--- src/rtl/axis_bit_rate_pkg.sv ---
// rtl/axis_bit_rate_pkg.sv - shared types and helpers for the bit-rate scheduler
package axis_bit_rate_pkg;

    localparam int RR_MAX_CH = 32;

    typedef enum logic [2:0] {
        ST_IDLE,
        ST_SELECT,
        ST_SYNC,
        ST_MEASURE,
        ST_REPORT
    } state_e;

    // First set mask bit strictly after 'last', wrapping; returns 'last' if none is set.
    function automatic int next_rr(input logic [RR_MAX_CH-1:0] mask, input int last, input int n);
        int  idx;
        logic found;
        next_rr = last;
        found   = 1'b0;
        for (int i = 1; i <= RR_MAX_CH; i++) begin
            if (i <= n && !found) begin
                idx = (last + i) % n;
                if (((mask >> idx) & 32'd1) != 32'd0) begin
                    next_rr = idx;
                    found   = 1'b1;
                end
            end
        end
    endfunction

    function automatic logic [63:0] sat_inc(input logic [63:0] v, input int w);
        logic [63:0] lim;
        lim = (w >= 64) ? '1 : ((64'd1 << w) - 64'd1);
        sat_inc = (v >= lim) ? lim : v + 64'd1;
    endfunction

endpackage

--- src/rtl/axis_beat_window_counter.sv ---
// rtl/axis_beat_window_counter.sv - window cycle counter plus saturating beat counter
module axis_beat_window_counter
    import axis_bit_rate_pkg::*;
#(
    parameter int DATA_WIDTH = 32,
    parameter int WINDOW_W   = 32
) (
    input  logic                  clk_i,
    input  logic                  rst_ni,
    input  logic                  clear_i,
    input  logic                  count_en_i,
    input  logic                  beat_i,
    input  logic [WINDOW_W-1:0]   window_i,
    output logic                  done_o,
    output logic [DATA_WIDTH-1:0] count_o
);

    logic [WINDOW_W-1:0]   win_q, win_d;
    logic [DATA_WIDTH-1:0] beats_q, beats_d;
    logic [63:0]           beats_ext;

    always_comb begin
        beats_ext                   = '0;
        beats_ext[DATA_WIDTH-1:0]   = beats_q;
        win_d                       = win_q;
        beats_d                     = beats_q;
        if (clear_i) begin
            win_d   = '0;
            beats_d = '0;
        end else if (count_en_i) begin
            win_d = win_q + WINDOW_W'(1);
            if (beat_i) begin
                beats_d = DATA_WIDTH'(sat_inc(beats_ext, DATA_WIDTH));
            end
        end
    end

    // Done marks the final cycle of the window; count_o already includes this cycle's beat.
    assign done_o  = count_en_i && ((win_q + WINDOW_W'(1)) == window_i);
    assign count_o = beats_d;

    always_ff @(posedge clk_i or negedge rst_ni) begin
        if (!rst_ni) begin
            win_q   <= '0;
            beats_q <= '0;
        end else begin
            win_q   <= win_d;
            beats_q <= beats_d;
        end
    end

endmodule

--- src/rtl/axis_bit_rate_sched.sv ---
// rtl/axis_bit_rate_sched.sv - round-robin beat-rate scheduler over NUM_CH stream taps
module axis_bit_rate_sched
    import axis_bit_rate_pkg::*;
#(
    parameter  int NUM_CH     = 4,
    parameter  int DATA_WIDTH = 32,
    parameter  int WINDOW_W   = 32,
    localparam int CH_W       = $clog2(NUM_CH)
) (
    input  logic                  i_clk,
    input  logic                  i_rst_n,
    input  logic                  i_en,
    input  logic [WINDOW_W-1:0]   i_window,
    input  logic [NUM_CH-1:0]     i_ch_mask,
    input  logic [NUM_CH-1:0]     i_valid,
    input  logic [NUM_CH-1:0]     i_ready,
    input  logic [NUM_CH-1:0]     i_last,
    output logic [DATA_WIDTH-1:0] o_beats,
    output logic [CH_W-1:0]       o_ch,
    output logic                  o_sync_timeout,
    output logic                  o_result_valid,
    output logic                  o_sweep_done,
    output logic                  o_busy
);

    state_e                state_q, state_d;
    logic [NUM_CH-1:0]     mask_q, mask_d;
    logic [WINDOW_W-1:0]   window_q, window_d;
    logic [CH_W-1:0]       ch_q, ch_d;
    logic                  timeout_q, timeout_d;
    logic [DATA_WIDTH-1:0] res_beats_q, res_beats_d;
    logic [CH_W-1:0]       res_ch_q, res_ch_d;
    logic                  res_timeout_q, res_timeout_d;
    logic                  result_valid_q, result_valid_d;
    logic                  sweep_done_q, sweep_done_d;

    logic [RR_MAX_CH-1:0]  mask_ext;
    logic                  sel_beat, sel_last;
    logic                  cnt_clear, cnt_en, cnt_beat, cnt_done;
    logic [DATA_WIDTH-1:0] cnt_count;

    assign sel_beat = i_valid[ch_q] && i_ready[ch_q];
    assign sel_last = i_last[ch_q];

    axis_beat_window_counter #(
        .DATA_WIDTH(DATA_WIDTH),
        .WINDOW_W  (WINDOW_W)
    ) u_counter (
        .clk_i     (i_clk),
        .rst_ni    (i_rst_n),
        .clear_i   (cnt_clear),
        .count_en_i(cnt_en),
        .beat_i    (cnt_beat),
        .window_i  (window_q),
        .done_o    (cnt_done),
        .count_o   (cnt_count)
    );

    always_comb begin
        mask_ext              = '0;
        mask_ext[NUM_CH-1:0]  = i_ch_mask;
        state_d        = state_q;
        mask_d         = mask_q;
        window_d       = window_q;
        ch_d           = ch_q;
        timeout_d      = timeout_q;
        res_beats_d    = res_beats_q;
        res_ch_d       = res_ch_q;
        res_timeout_d  = res_timeout_q;
        result_valid_d = 1'b0;
        sweep_done_d   = 1'b0;
        cnt_clear      = 1'b0;
        cnt_en         = 1'b0;
        cnt_beat       = 1'b0;
        case (state_q)
            ST_IDLE: begin
                if (i_en && (|i_ch_mask)) state_d = ST_SELECT;
            end
            ST_SELECT: begin
                mask_d    = i_ch_mask;
                window_d  = (i_window == '0) ? WINDOW_W'(1) : i_window;
                cnt_clear = 1'b1;
                if (i_ch_mask == '0) begin
                    state_d = ST_IDLE;
                end else begin
                    ch_d    = CH_W'(next_rr(mask_ext, int'(ch_q), NUM_CH));
                    state_d = ST_SYNC;
                end
            end
            ST_SYNC: begin
                // The aligning boundary beat is not counted; clearing restarts the window for MEASURE.
                cnt_en = 1'b1;
                if (sel_beat && sel_last) begin
                    timeout_d = 1'b0;
                    cnt_clear = 1'b1;
                    state_d   = ST_MEASURE;
                end else if (cnt_done) begin
                    timeout_d = 1'b1;
                    cnt_clear = 1'b1;
                    state_d   = ST_MEASURE;
                end
            end
            ST_MEASURE: begin
                cnt_en   = 1'b1;
                cnt_beat = sel_beat;
                if (cnt_done) begin
                    state_d        = ST_REPORT;
                    res_beats_d    = cnt_count;
                    res_ch_d       = ch_q;
                    res_timeout_d  = timeout_q;
                    result_valid_d = 1'b1;
                    sweep_done_d   = ((mask_q >> ch_q) == NUM_CH'(1));
                end
            end
            ST_REPORT: begin
                state_d = i_en ? ST_SELECT : ST_IDLE;
            end
            default: state_d = ST_IDLE;
        endcase
    end

    always_ff @(posedge i_clk or negedge i_rst_n) begin
        if (!i_rst_n) begin
            state_q        <= ST_IDLE;
            mask_q         <= '0;
            window_q       <= WINDOW_W'(1);
            ch_q           <= CH_W'(NUM_CH - 1);
            timeout_q      <= 1'b0;
            res_beats_q    <= '0;
            res_ch_q       <= '0;
            res_timeout_q  <= 1'b0;
            result_valid_q <= 1'b0;
            sweep_done_q   <= 1'b0;
        end else begin
            state_q        <= state_d;
            mask_q         <= mask_d;
            window_q       <= window_d;
            ch_q           <= ch_d;
            timeout_q      <= timeout_d;
            res_beats_q    <= res_beats_d;
            res_ch_q       <= res_ch_d;
            res_timeout_q  <= res_timeout_d;
            result_valid_q <= result_valid_d;
            sweep_done_q   <= sweep_done_d;
        end
    end

    assign o_beats        = res_beats_q;
    assign o_ch           = res_ch_q;
    assign o_sync_timeout = res_timeout_q;
    assign o_result_valid = result_valid_q;
    assign o_sweep_done   = sweep_done_q;
    assign o_busy         = (state_q != ST_IDLE);

endmodule

--- config.mk ---
export PLATFORM = sky130hd
export DESIGN_NAME = axis_bit_rate_sched
export DESIGN_NICKNAME = d
export VERILOG_FILES = /design/src/rtl/axis_bit_rate_pkg.sv /design/src/rtl/axis_beat_window_counter.sv /design/src/rtl/axis_bit_rate_sched.sv
export SDC_FILE = /design/constraint.sdc
export NUM_CORES = 1
export LEC_CHECK = 0
export ABC_AREA = 1
export CAP_MARGIN = 30
export CORE_ASPECT_RATIO = 1.5
export CORE_UTILIZATION = 45
export CTS_BUF_LIST = sky130_fd_sc_hd__clkbuf_4
export DETAILED_ROUTE_END_ITERATION = 6
export PLACE_DENSITY = 0.74
export SYNTH_ARGS = -nofsm -noshare
export SYNTH_HDL_FRONTEND = slang
export SYNTH_SLANG_ARGS = --single-unit
export TNS_END_PERCENT = 10
--- constraint.sdc ---
create_clock -name i_clk -period 3.6 [get_ports i_clk]
set_clock_uncertainty 0.05 [all_clocks]
set_input_delay 0.72 -clock i_clk [delete_from_list [all_inputs] [get_ports i_clk]]
set_output_delay 0.72 -clock i_clk [all_outputs]
set_load 0.005 [all_outputs]
==> flow_summary.ini, run 1 <==
[power_and_ir_drop]
ir_drop_mv = 0.2292
internal_power_uw = 3064
swShare = 0.4124
p_seq_frac = 0.408
power-per-cell-area_mw_per_mm2 = 501.8
leakage_uw = 0.004834
power.switching_uw = 2150
clock_power_share = 0.218
power_uw = 5214
power_frac_comb = 0.375

[clock_tree]
post_cts_buffers = 0
clk_path_buf_depth = 2
root_buffer = clkbuf_4
cts_made_buffers = 17
htreeDepth = 4
cts_resized = 0
cts_tree = yes
cts.sinks = 143
insertion_delay_ns = 0.59
cts-hold-fix-buffers = 0
path_clk_slew_ns = 0.12

[worst_setup_path]
crit_buf_inv = 1
endpoint_kind = register
regToRegSetupSlack_ns = 0.46
crit_top_cell = nand2_1
r2r-start = u_counter.win_q[0]
worstSetupPathType = reg -> reg
worstPathArrival_ns = 3.61
cp.required_ns = 4.07
critPathMaxStageDelay_ns = 0.49
start_kind = register
critPathSlowestCell = dfrtp_1
worst_r2r_endpoint = o_beats[31]
worstRegToRegCells = 18
path_delay_family = simple AND/OR/NAND/NOR gates
worstSetupStartpoint = u_counter.win_q[0]
cp_cell_sequence = ha_1 -> nand2_2 -> nor2_4 -> nand2_2 -> nor2_2 -> nand2_1 -> nand2_1 -> nand3_1 -> nand2_1 -> nor2_1 -> nand2_1 -> nor2_1 -> nand3_1 -> nand2_1 -> nand2_1 -> buf_4 -> nand4_1 -> nand2_1
path_max_fanout = 37

[global_route]
grtUsageMet3 = 0.04533
grt_pass1_vias = 8904
met2_usage = 0.5237
grt_max_degree = 80
top_usage_layer = met2
grt_pass1_wl_mm = 43.22
grt-ovfl-total = 0
grt_usage = 0.2785
grtUsageMet1 = 0.2926
grt_antenna_before_repair = 1

[timing]
relSlewSlack = 0.3927
hold_viol = 0
post-route-period-util = 0.8731
setup_viol = 0
maxSlewViolCount = 0
fmax_ghz = 0.3182
grt_setup_unrepaired = no
timing.hold.ws_ns = 0.07673
setup_ws_ns = 0.4569
tns_ns = 0
tightestPinTransition_ns = 0.9099
fin_crit_ns = 3.143

[worst_hold_path]
hold_path.class = in -> async

[detailed_routing]
ant_nets = 0
wl_mm = 26.56
vias_per_cell = 5.260
wl_per_cell_um = 15.64
drc = 0
drtPass1Iterations = 5
num_vias = 8932
drt_iter0_drc = 597

[finish]
drive_gt1_frac = 0.05274
mostFrequentLayoutCell = nand2_1
area_growth_pct = 16.79
mostFrequentLayoutCells = nand2_1 (518), inv_1 (149), dfrtp_1 (140), nor2_1 (123), nand3_1 (96)
nets = 1483

[place]
routabilityCongestion = 0.9842
place_ws_ns = 0.4973
io_buffers = 88
dp_hpwl_mm = 20.12

[yosys]
syn_area_mm2 = 0.008896
synth_nets = 1393
synth-seq-cells = 143
syn_inst = 1340
synth_edf_count = 0
synth.distinct_cells = 41
ys.flop_type = dfrtp_1
ys_warn_count = 0
ys_seq_area_frac = 0.4027
async_flop_share = 1.000
synth.avg_cell_area_um2 = 6.639

[floorplan]
rows = 62
coreArea_mm2 = 0.01924
fp.dieW_um = 116.8
start_util = 0.4624
num_io_pins = 89
die_height_um = 174.2
dieArea_mm2 = 0.02035

[flow_run]
drv_cap = 0

[run_status]
status = completed
[worst max-delay path by stage]
stage,slack (ns),cells past startpoint,end
after CTS,0.47,18,o_beats[25]
after global placement,0.56,8,window_q[0]
after global routing,0.16,18,o_beats[25]
after floorplan,1.05,18,o_beats[13]
final,0.46,18,o_beats[31]
after detailed placement,0.50,18,o_beats[25]
[sequential cells by signal, summed over array words and instances, names as in the netlist]
name / cells
ch_q: 2
mask_q: 4
o_beats: 32
o_ch: 2
o_result_valid: 1
o_sweep_done: 1
o_sync_timeout: 1
state_q: 3
timeout_q: 1
u_counter.beats_q: 32
u_counter.win_q: 32
window_q: 32
[worst reg2reg max path, stage by stage (launching register included)]
cell and delay [ns]:
dfrtp_1 0.49, ha_1 0.25, nand2_2 0.10, nor2_4 0.19, nand2_2 0.13, nor2_2 0.23
nand2_1 0.11, nand2_1 0.09, nand3_1 0.17, nand2_1 0.12, nor2_1 0.04, nand2_1 0.11
nor2_1 0.05, nand3_1 0.13, nand2_1 0.06, nand2_1 0.12, buf_4 0.39, nand4_1 0.17
nand2_1 0.10
[logic make-up (layout without fill, tap and decap cells)]
| group | count (synthesis) | in the layout | synth area share |
|---|---|---|---|
| DFF | 143 | 143 | 0.4027 |
| adders and majority gates | 2 | 2 | 0.002812 |
| AOI/OAI and AO/OA | 124 | 124 | 0.07258 |
| xor gates and xnor gates | 27 | 27 | 0.02827 |
| and+or+nand+nor | 853 | 853 | 0.4107 |
| buffers and inverters | 191 | 292 | 0.08298 |
| other | 0 | 1 | 0 |
[power by group through the flow]
stage	logic, uW	registers [uW]	clock network [uW]
finish	1950	2120	1130
global route	2210	2160	1220
CTS	1960	2120	1150
detailed placement	1960	2150	0
global placement	1910	2140	0
floorplan	1380	2070	0
[metrics by stage]
step | cells | cell area, um2 | util
after floorplan | 1340 | 8896 | -
after global placement | 1667 | 10100 | 0.5248
after detailed placement | 1667 | 10100 | 0.5248
after CTS | 1697 | 10390 | 0.5399
after global routing | 1698 | 10390 | 0.5401
final | 1698 | 10390 | 0.5401
[Yosys cell counts (2+ instances only)]
library cell / instances / area (um2)
nor2_4: 6 / 67.56
nor2_1: 123 / 461.7
nand4_1: 46 / 287.8
a21oi_1: 30 / 150.1
nor3_1: 19 / 95.09
inv_2: 2 / 7.510
buf_2: 10 / 50.05
dfstp_2: 3 / 78.83
or2_2: 2 / 12.51
ha_1: 2 / 25.02
xor2_1: 18 / 157.7
or4_1: 3 / 22.52
nand2_1: 518 / 1944
nor4_1: 15 / 93.84
o21ai_0: 83 / 415.4
xnor2_1: 8 / 70.07
a22oi_1: 2 / 15.01
o21ai_1: 2 / 10.01
inv_1: 149 / 559.3
clkinv_1: 2 / 7.510
nand3b_1: 6 / 45.04
nand2_2: 6 / 37.54
nand3_1: 96 / 480.5
clkbuf_1: 26 / 97.59
nand3_2: 3 / 30.03
nor2_2: 5 / 31.28
dfrtp_1: 140 / 3503
and2_1: 2 / 12.51
[per-layer routing]
layer	share of wire	vias to the layer above
met5	0	-
met4	0.040	0
met3	0.034	73
met2	0.55	213
met1	0.38	4190
li1	-	4456
[final cells by class]
type,instances,area [um2]
Multi-Input combinational cell,1006,4581
Antenna cell,1,2.502
Clock buffer,19,142.6
Tap cell,256,320.3
Inverter,153,574.3
Timing Repair Buffer,109,1040
Clock inverter,11,147.6
Sequential cell,143,3582
Fill cell,1958,8848
Note: power is estimated with default switching activity, not from simulation.
==> run 2, diff against run 1 <==
- SLEW_MARGIN: unset -> 30
==> results of run 2 <==
No change in the layout: final DEF, timing and power equal those of run 1.
==> run 3, diff against run 2 <==
- CAP_MARGIN: 30 -> 0
- GPL_ROUTABILITY_DRIVEN: unset -> 0
==> run 3 against run 2 <==
- core utilization decreased by 0.12 points
- die area stayed put
- worst setup slack lost 0.12 ns
- critical path depth is 2 lower
- clock power shrank 4%
- sequential share of layout area grew 0.079 points
- non-clock buffer count is 4 lower
- sequential power about the same
- sequential cell count did not move
- wire length is 1.9% lower
- total power fell by 0.97%
- register-to-register slack got worse by 0.12 ns
==> flow_summary.ini, run 3 (synthesis results as in run 1) <==
[detailed_routing]
drtPass1Iterations = 6
drc = 0
drt_iter0_drc = 670
ant_nets = 0
wl_mm = 26.05
num_vias = 9018
vias_per_cell = 5.317
wl_per_cell_um = 15.36

[floorplan]
fp.dieW_um = 116.8
dieArea_mm2 = 0.02035
num_io_pins = 89
coreArea_mm2 = 0.01924
die_height_um = 174.2
start_util = 0.4624
rows = 62

[power_and_ir_drop]
power-per-cell-area_mw_per_mm2 = 498.1
power_uw = 5163
swShare = 0.4200
clock_power_share = 0.210
p_seq_frac = 0.412
internal_power_uw = 2995
power_frac_comb = 0.378
power.switching_uw = 2169
leakage_uw = 0.004814
ir_drop_mv = 0.2076

[finish]
regArea_mm2 = 0.003582
drive_gt1_frac = 0.05351
area_growth_pct = 16.53
mostFrequentLayoutCell = nand2_1
nets = 1479
mostFrequentLayoutCells = nand2_1 (518), inv_1 (148), dfrtp_1 (140), nor2_1 (123), nand3_1 (96)
fillers = 1943
multi_input_area_mm2 = 0.004581
stdcell_area_mm2 = 0.01037
final_core_util = 0.5388

[clock_tree]
cts.sinks = 143
path_clk_slew_ns = 0.13
insertion_delay_ns = 0.60
cts_resized = 0
cts_tree = yes
htreeDepth = 4
post_cts_buffers = 0
clk_path_buf_depth = 2
cts-hold-fix-buffers = 0
cts_made_buffers = 17
root_buffer = clkbuf_4

[global_route]
grtUsageMet1 = 0.3006
grtUsageMet3 = 0.04219
grt_pass1_vias = 8824
grt_max_degree = 70
grt_usage = 0.2726
top_usage_layer = met2
grt_pass1_wl_mm = 42.52
grt_antenna_before_repair = 1
met2_usage = 0.4859
grt-ovfl-total = 0

[timing]
fin_crit_ns = 3.265
grt_setup_unrepaired = no
hold_viol = 0
maxSlewViolCount = 0
relSlewSlack = 0.5369
setup_ws_ns = 0.3355
setup_viol = 0
tightestPinTransition_ns = 0.6947
fmax_ghz = 0.3063
tns_ns = 0
post-route-period-util = 0.9068

[worst_setup_path]
endpoint_kind = register
worstSetupPathType = reg -> reg
start_kind = register
critPathMaxStageDelay_ns = 0.47
crit_top_cell = nand2_1
cp_cell_sequence = ha_1 -> nand3_1 -> nor2_1 -> nand3_1 -> nand2_1 -> nand2_1 -> nand2_1 -> nand2_1 -> inv_1 -> nand2_1 -> nor2_1 -> nand3_1 -> nor3_4 -> buf_4 -> nand4_1 -> nand2_1
critPathSlowestCell = dfrtp_1
path_max_fanout = 33
worstPathArrival_ns = 3.74
cp.required_ns = 4.08

[place]
placed_area_mm2 = 0.01008
dp_hpwl_mm = 19.75
io_buffers = 88
place_ws_ns = 0.4693

[worst_hold_path]
hold_path.class = in -> async

[run_status]
status = completed

[flow_run]
drv_cap = 0
run 3: worst max-delay path: cells and delay by family, from the launching register on:
kind / cells / cell delay [ns]
fa+ha+maj: 1 / 0.25
buf+inv: 2 / 0.43
flops: 1 / 0.47
simple gates: 13 / 1.99
run 3: layer usage:
metal / part of all wire / routed length [um]
met3: 0.044 / 1135
met2: 0.53 / 13740
met5: 0 / 0
met4: 0.054 / 1400
met1: 0.38 / 9771
run 3: stage by stage:
stage | instances | hold WS (ns)
after floorplan | 1340 | 0.3744
after global placement | 1663 | 0.4159
after detailed placement | 1663 | 0.4161
after CTS | 1695 | 0.07914
after global routing | 1696 | 0.07564
final | 1696 | 0.05401
run 3: worst paths after layout:
check / start / end / slack (ns) / cells past startpoint
min in group i_clk: o_beats[29] / o_beats[29] / 0.44 / 2
worst min-delay path: i_rst_n / window_q[2] / 0.05 / 1
worst min register to register: o_beats[29] / o_beats[29] / 0.44 / 2
max in group asynchronous: i_rst_n / u_counter.beats_q[31] / 2.56 / 2
worst max register to register: u_counter.win_q[0] / o_beats[28] / 0.34 / 16
worst max-delay path: u_counter.win_q[0] / o_beats[28] / 0.34 / 16
run 3: layout make-up:
| type | instances | area share |
|---|---|---|
| clock buffer | 18 | 0.01304 |
| sequential | 143 | 0.3456 |
| tap | 256 | 0.03090 |
| multi-input combinational | 1006 | 0.4419 |
| inverter | 153 | 0.05540 |
| clock inverter | 14 | 0.01436 |
| antenna | 1 | 0.0002414 |
| timing repair buffer | 105 | 0.09861 |
run 3: power groups by stage:
stage	logic (uW)	registers [uW]	clock network (uW)
4_1_cts	1950	2120	1110
6_report	1950	2130	1080
3_5_place_dp	1940	2150	0
2_1_floorplan	1380	2070	0
5_1_grt	2210	2160	1170
3_3_place_gp	1910	2150	0
